### src/rtl/systolic_pkg.sv
// systolic_pkg: FSM state type and result-width helper shared by the systolic matmul.
package systolic_pkg;
    typedef enum logic [2:0] {IDLE, LOAD_W, LOAD_X, COMPUTE, OUTPUT} state_e;

    function automatic int outwidth(input int bitwidth, input int n);
        return 2 * bitwidth + $clog2(n);
    endfunction
endpackage

### src/rtl/systolic_pe.sv
// systolic_pe: output-stationary MAC cell forwarding activations right and weights down.
// SYSTOLIC_SIGNED_EN selects two's-complement operands; default is unsigned.
module systolic_pe #(
    parameter int BITWIDTH = 4,
    parameter int OUTWIDTH = 9
) (
    input  logic                clk,
    input  logic                reset,
    input  logic                en,
    input  logic                clr,
    input  logic [BITWIDTH-1:0] a_in,
    input  logic [BITWIDTH-1:0] b_in,
    output logic [BITWIDTH-1:0] a_out,
    output logic [BITWIDTH-1:0] b_out,
    output logic [OUTWIDTH-1:0] acc
);
    logic [BITWIDTH-1:0] a_q, a_d, b_q, b_d;
    logic [OUTWIDTH-1:0] acc_q, acc_d, prod;

`ifdef SYSTOLIC_SIGNED_EN
    assign prod = OUTWIDTH'($signed(a_in)) * OUTWIDTH'($signed(b_in));
`else
    assign prod = OUTWIDTH'(a_in) * OUTWIDTH'(b_in);
`endif

    always_comb begin
        a_d   = clr ? '0 : en ? a_in : a_q;
        b_d   = clr ? '0 : en ? b_in : b_q;
        acc_d = clr ? '0 : en ? acc_q + prod : acc_q;
    end

    always_ff @(posedge clk) begin
        if (reset) begin
            a_q   <= '0;
            b_q   <= '0;
            acc_q <= '0;
        end else begin
            a_q   <= a_d;
            b_q   <= b_d;
            acc_q <= acc_d;
        end
    end

    assign a_out = a_q;
    assign b_out = b_q;
    assign acc   = acc_q;
endmodule

### src/rtl/systolic_matmul.sv
// systolic_matmul: serially loaded NxN C = X*W on an output-stationary PE grid.
// SYSTOLIC_SIGNED_EN selects signed operands/results; default is unsigned.
module systolic_matmul
    import systolic_pkg::*;
#(
    parameter int BITWIDTH = 4,
    parameter int N        = 2,
    parameter int OUTWIDTH = outwidth(BITWIDTH, N)
) (
    input  logic                clk,
    input  logic                reset,
    input  logic [BITWIDTH-1:0] data_in,
    input  logic                load_weights,
    input  logic                load_inputs,
    input  logic                store_outputs,
    output logic [OUTWIDTH-1:0] results,
    output logic                valid_out,
    output logic                busy,
    output logic                weights_ready
);
    localparam int NN   = N * N;
    localparam int IW   = (NN > 1) ? $clog2(NN) : 1;
    localparam int CNTW = $clog2(NN + 3 * N);

    state_e              state_q, state_d;
    logic [CNTW-1:0]     cnt_q, cnt_d;
    logic                wr_q, wr_d, vld_q, vld_d, busy_q, busy_d;
    logic [OUTWIDTH-1:0] res_q, res_d;
    logic [BITWIDTH-1:0] w_q [NN];
    logic [BITWIDTH-1:0] w_d [NN];
    logic [BITWIDTH-1:0] x_q [NN];
    logic [BITWIDTH-1:0] x_d [NN];
    logic [OUTWIDTH-1:0] acc [NN];
    logic [BITWIDTH-1:0] a_edge [N];
    logic [BITWIDTH-1:0] b_edge [N];
    logic [BITWIDTH-1:0] a_h [N][N+1];
    logic [BITWIDTH-1:0] b_v [N+1][N];
    logic [IW-1:0]       idx;
    logic                take_w, take_x, last, clr, en;

    assign idx = cnt_q[IW-1:0];
    assign en  = state_q == COMPUTE;

    always_comb begin
        state_d = state_q;
        cnt_d   = cnt_q;
        wr_d    = wr_q;
        w_d     = w_q;
        x_d     = x_q;
        res_d   = res_q;
        vld_d   = 1'b0;
        clr     = 1'b0;
        last    = cnt_q == CNTW'(NN - 1);
        take_w  = load_weights && (state_q == IDLE || state_q == LOAD_W);
        take_x  = load_inputs && ((state_q == IDLE && wr_q && !load_weights) || state_q == LOAD_X);
        if (take_w) begin
            w_d[idx] = data_in;
            wr_d     = last;
            state_d  = last ? IDLE : LOAD_W;
            cnt_d    = last ? '0 : cnt_q + 1'b1;
        end else if (take_x) begin
            x_d[idx] = data_in;
            clr      = last;
            state_d  = last ? COMPUTE : LOAD_X;
            cnt_d    = last ? '0 : cnt_q + 1'b1;
        end else if (state_q == COMPUTE) begin
            state_d = (cnt_q == CNTW'(3 * N - 3)) ? OUTPUT : COMPUTE;
            cnt_d   = (cnt_q == CNTW'(3 * N - 3)) ? '0 : cnt_q + 1'b1;
        end else if (state_q == OUTPUT && store_outputs) begin
            res_d   = acc[idx];
            vld_d   = 1'b1;
            state_d = last ? IDLE : OUTPUT;
            cnt_d   = last ? '0 : cnt_q + 1'b1;
        end
        busy_d = state_d inside {LOAD_X, COMPUTE, OUTPUT};
    end

    // Row r of X enters at compute cycle k+r, column r of W at k+r, so operands meet diagonally.
    always_comb begin
        for (int r = 0; r < N; r++) begin
            a_edge[r] = '0;
            b_edge[r] = '0;
            for (int k = 0; k < N; k++) begin
                if (en && cnt_q == CNTW'(k + r)) begin
                    a_edge[r] = x_q[r * N + k];
                    b_edge[r] = w_q[k * N + r];
                end
            end
        end
    end

    always_ff @(posedge clk) begin
        if (reset) begin
            state_q <= IDLE;
            cnt_q   <= '0;
            wr_q    <= 1'b0;
            w_q     <= '{default: '0};
            x_q     <= '{default: '0};
            res_q   <= '0;
            vld_q   <= 1'b0;
            busy_q  <= 1'b0;
        end else begin
            state_q <= state_d;
            cnt_q   <= cnt_d;
            wr_q    <= wr_d;
            w_q     <= w_d;
            x_q     <= x_d;
            res_q   <= res_d;
            vld_q   <= vld_d;
            busy_q  <= busy_d;
        end
    end

    for (genvar i = 0; i < N; i++) begin : g_row
        assign a_h[i][0] = a_edge[i];
        assign b_v[0][i] = b_edge[i];
        for (genvar j = 0; j < N; j++) begin : g_col
            systolic_pe #(.BITWIDTH(BITWIDTH), .OUTWIDTH(OUTWIDTH)) u_pe (
                .clk   (clk),
                .reset (reset),
                .en    (en),
                .clr   (clr),
                .a_in  (a_h[i][j]),
                .b_in  (b_v[i][j]),
                .a_out (a_h[i][j+1]),
                .b_out (b_v[i+1][j]),
                .acc   (acc[i*N+j])
            );
        end
    end

    assign results       = res_q;
    assign valid_out     = vld_q;
    assign busy          = busy_q;
    assign weights_ready = wr_q;
endmodule

### config.mk
export PLATFORM = sky130hd
export DESIGN_NAME = systolic_matmul
export DESIGN_NICKNAME = d
export VERILOG_FILES = /design/src/rtl/systolic_pkg.sv /design/src/rtl/systolic_pe.sv /design/src/rtl/systolic_matmul.sv
export SDC_FILE = /design/constraint.sdc
export NUM_CORES = 1
export LEC_CHECK = 0
export CAP_MARGIN = 10
export CORE_AREA = 4 4 140 142
export CTS_CLUSTER_SIZE = 14
export DETAILED_ROUTE_END_ITERATION = 8
export DIE_AREA = 0 0 144 146
export DONT_BUFFER_PORTS = 1
export MAX_ROUTING_LAYER = met4
export SYNTH_ARGS = -nofsm -noshare
export SYNTH_HDL_FRONTEND = slang
export SYNTH_SLANG_ARGS = --single-unit
### constraint.sdc
create_clock -name clk -period 4.9 [get_ports clk]
set_input_delay 0.98 -clock clk [delete_from_list [all_inputs] [get_ports clk]]
set_output_delay 0.98 -clock clk [all_outputs]
set_load 0.03 [all_outputs]
==> impl_metrics.yaml <==
critical_path:
  r2r_end: "g_row[1].g_col[0].u_pe.acc[8]$_SDFFE_PP0P_"
  startpoint_type: "flip-flop"
  critical_path_peak_fanout: 30
  setup.worst_path.class: "flip-flop to flip-flop"
  rrSetupSlack_ns: 0.35
  required_ns: 5.20
  rr_worst_depth: 16
  arrival_ns: 4.85
  regToRegStartpoint: "cnt_q[0]$_SDFFE_PP0P_"
  end_kind: "flip-flop"
  crit_start: "cnt_q[0]$_SDFFE_PP0P_"
final_layout:
  antennaDiodeCount: 0
  final_cell_mix: "nand2_1 (133), dfxtp_1 (103), a21oi_1 (88), inv_1 (88), ha_1 (72)"
  nFillCells: 1864
  nets: 965
  seqCellArea_sq_mm: 0.002062
  final_cells: 1087
  area_growth_pct: 7.671
  layout_commonest_cell: "nand2_1"
  multi_input_area_sq_mm: 0.004641
  drive_gt1_share_pct: 7.855
synth:
  synth_top_family_by_area: "adder cells"
  ys_seq_area_share_pct: 28.47
  synth_simple_gate_area_share_pct: 21.18
  syn_avg_cell_area_sq_um: 8.421
  synthDistinctLibCells: 53
  async_flop_share_pct: 0
  synth_edf_count: 0
  synthMuxAreaShare_pct: 5.581
  netlist_instances: 860
  syn_area_sq_mm: 0.007242
  synth_compound_area_share_pct: 13.42
  synthXorXnorAreaFrac_pct: 1.330
  yosys.area_share.adder_pct: 22.39
  yosys_warnings: 0
  synth-seq-cells: 103
  syn-num-nets: 977
  ys.flop_type: "dfxtp_1"
sta:
  setup_violations: 0
  setup_tns_ns: 0
  worst_slew_pin_slew_ns: 0.9504
  rsz0062_at_grt: "no"
  slew_headroom_pct: 36.40
  layout_min_cycle_time_ns: 4.550
  drv_slew: 0
  post-route-period-util_pct: 92.86
  fmax_mhz: 219.8
  fin_skew_ns: 0.01102
  hold_viol_final: 0
grt:
  grt_max_degree: 65
  grt_pass1_vias: 5424
  grt_overflow: 0
  grt_pass1_wl_mm: 28.64
  grt_antenna_before_repair: 0
  track_usage_pct: 17.45
pwr:
  power.leakage_uw: 0.003378
  max-vdd-ir-drop_uv: 132.7
  swShare_pct: 25.83
  pwr-share-clk_pct: 44.6
  p_int_uw: 1237
  combPwrFrac_pct: 4.6
  p_per_area_mw_per_mm2: 213.8
  p_seq_share_pct: 50.8
  p_sw_uw: 430.7
floorplanning:
  initial_core_util_pct: 39.24
  core_area_sq_mm: 0.01846
  die_x_um: 144
  die-area_sq_mm: 0.02102
  die_y_um: 146
  rows: 50
  ios: 21
clocking:
  path_clk_slew_ns: 0.08
  ctsRootBufferMaster: "clkbuf_16"
  clkSinkCount: 103
  htreeDepth: 3
  cts_buffers: 9
  clk_path_buf_depth: 2
  hold_buffers: 0
  cts_tree: "done"
  cts_resized: 0
  cts_setup_buffers: 0
  clock_latency_ns: 0.36
placed_design:
  hpwl_mm: 12.89
  place_congestion: 0.8688
  io_buffer_count: 0
  dp.cells: 1071
drt:
  final_antenna_net_count: 0
  drtIter0Drc: 351
  firstDrtPassIters: 5
  drc: 0
  avgRoutedWirePerCell_um: 15.94
  routed_via_density: 5.224
  routed_wl_mm: 17.33
  vias: 5678
job:
  drv_cap: 0
hold_path:
  hold_start: "x_q[13]$_SDFFE_PP0P_"
  min_path_cells: 2
  worstHoldPathType: "flip-flop to flip-flop"
  hold_path_end: "x_q[13]$_SDFFE_PP0P_"
run_status:
  status: "finished, final reports clean"
## stage by stage
step / utilization (%) / hold WS [ns] / power, uW / setup slack, ns / area [sq um]
2_1_floorplan: - / 0.4364 / 937.9 / 0.2732 / 7242
3_3_place_gp: 40.56 / 0.4388 / 944.1 / 0.3678 / 7485
3_5_place_dp: 40.56 / 0.4439 / 944.6 / 0.3369 / 7485
4_1_cts: 42.22 / 0.4559 / 1695 / 0.3004 / 7791
5_1_grt: 42.25 / 0.4672 / 1726 / 0.01746 / 7797
6_report: 42.25 / 0.4607 / 1667 / 0.3498 / 7797
## cells in the mapped netlist (2+ instances only)
library cell	count	share of area, %
and2_1	34	2.9
dfxtp_1	103	28
a211oi_1	10	1.0
o311ai_0	2	0.24
nand3_1	29	2.0
buf_2	9	0.62
nand3b_1	15	1.6
xnor2_1	2	0.24
nor2b_1	6	0.52
fa_1	36	10
clkbuf_1	27	1.4
ha_1	72	12
nor3_1	7	0.48
o211ai_1	8	0.83
nor2_1	47	2.4
a211o_1	4	0.48
and2_0	4	0.35
mux2i_1	19	2.6
nand2b_1	8	0.69
nand2_1	133	6.9
a21oi_1	88	6.1
and3_1	3	0.26
o21bai_1	4	0.41
nand4_1	6	0.52
or3_1	8	0.69
o21ai_0	16	1.1
xor2_1	9	1.1
a21o_1	6	0.62
mux4_2	9	2.8
buf_1	3	0.16
a21oi_2	10	1.2
buf_6	5	0.78
or4_1	6	0.62
o21a_1	2	0.21
a31oi_1	4	0.35
or3b_1	2	0.24
inv_1	88	4.6
## how the worst max path moves through the flow
stage	to	slack, ns	cells after the start
after floorplan	g_row[1].g_col[0].u_pe.acc[8]$_SDFFE_PP0P_	0.27	17
after global placement	g_row[0].g_col[0].u_pe.acc[8]$_SDFFE_PP0P_	0.37	14
after detailed placement	g_row[0].g_col[0].u_pe.acc[8]$_SDFFE_PP0P_	0.34	14
after CTS	g_row[0].g_col[0].u_pe.acc[8]$_SDFFE_PP0P_	0.30	14
after global routing	g_row[0].g_col[1].u_pe.acc[8]$_SDFFE_PP0P_	0.02	16
final	g_row[1].g_col[0].u_pe.acc[8]$_SDFFE_PP0P_	0.35	16
## cell type report
type | count | share of cell area [%]
well taps | 234 | 3.755
repair buffers | 22 | 2.118
clock inverters | 7 | 1.043
multi-input cells | 624 | 59.52
inverters | 88 | 4.236
clock buffers | 9 | 2.888
flip-flops and latches | 103 | 26.44
## power by group through the flow
stage / registers (uW) / logic [uW] / clock network (uW)
after floorplan: 868 / 70.1 / 0
after global placement: 867 / 77.4 / 0
after detailed placement: 867 / 77.7 / 0
after CTS: 847 / 78.1 / 770
after global routing: 848 / 84.8 / 793
final: 847 / 77.2 / 743
## state kept, by name (all words and copies together), names as in the netlist
register                count
busy                        1
weights_ready               1
g_row.g_col.u_pe.acc       36
g_row.g_col.u_pe.b_out      8
w_q                        16
x_q                        16
g_row.g_col.u_pe.a_out      8
cnt_q                       4
state_q                     3
results                     9
valid_out                   1
## cells by family (layout without fill, tap and decap cells)
group | Yosys count | in the layout
buffers and inverters | 133 | 126
AND/OR/NAND/NOR | 316 | 316
adder cells (fa/ha/maj) | 108 | 108
AO/OA/AOI/OAI | 160 | 160
flip-flops | 103 | 103
XOR/XNOR | 11 | 11
multiplexers | 29 | 29
## metal layers
layer	up-vias	wire length [um]	track usage, %
met3	21	688	2.793
met1	2687	8242	24.01
met5	-	0	-
li1	2868	-	-
met4	0	346	4.379
met2	102	8047	26.84
## worst max-delay path, stage by stage (launching register included)
cell and delay (ns):
dfxtp_1 0.33, buf_4 0.25, ha_1 0.19, buf_4 0.29, nand3b_1 0.14, a21oi_2 0.19, nand2_1 0.10, fa_1 0.53
fa_1 0.52, fa_1 0.51, inv_1 0.04, ha_1 0.35, a21oi_1 0.21, a21oi_1 0.11, o21a_1 0.20, or4_1 0.46
nand2_1 0.07
Power figures use the tool's default switching activity.
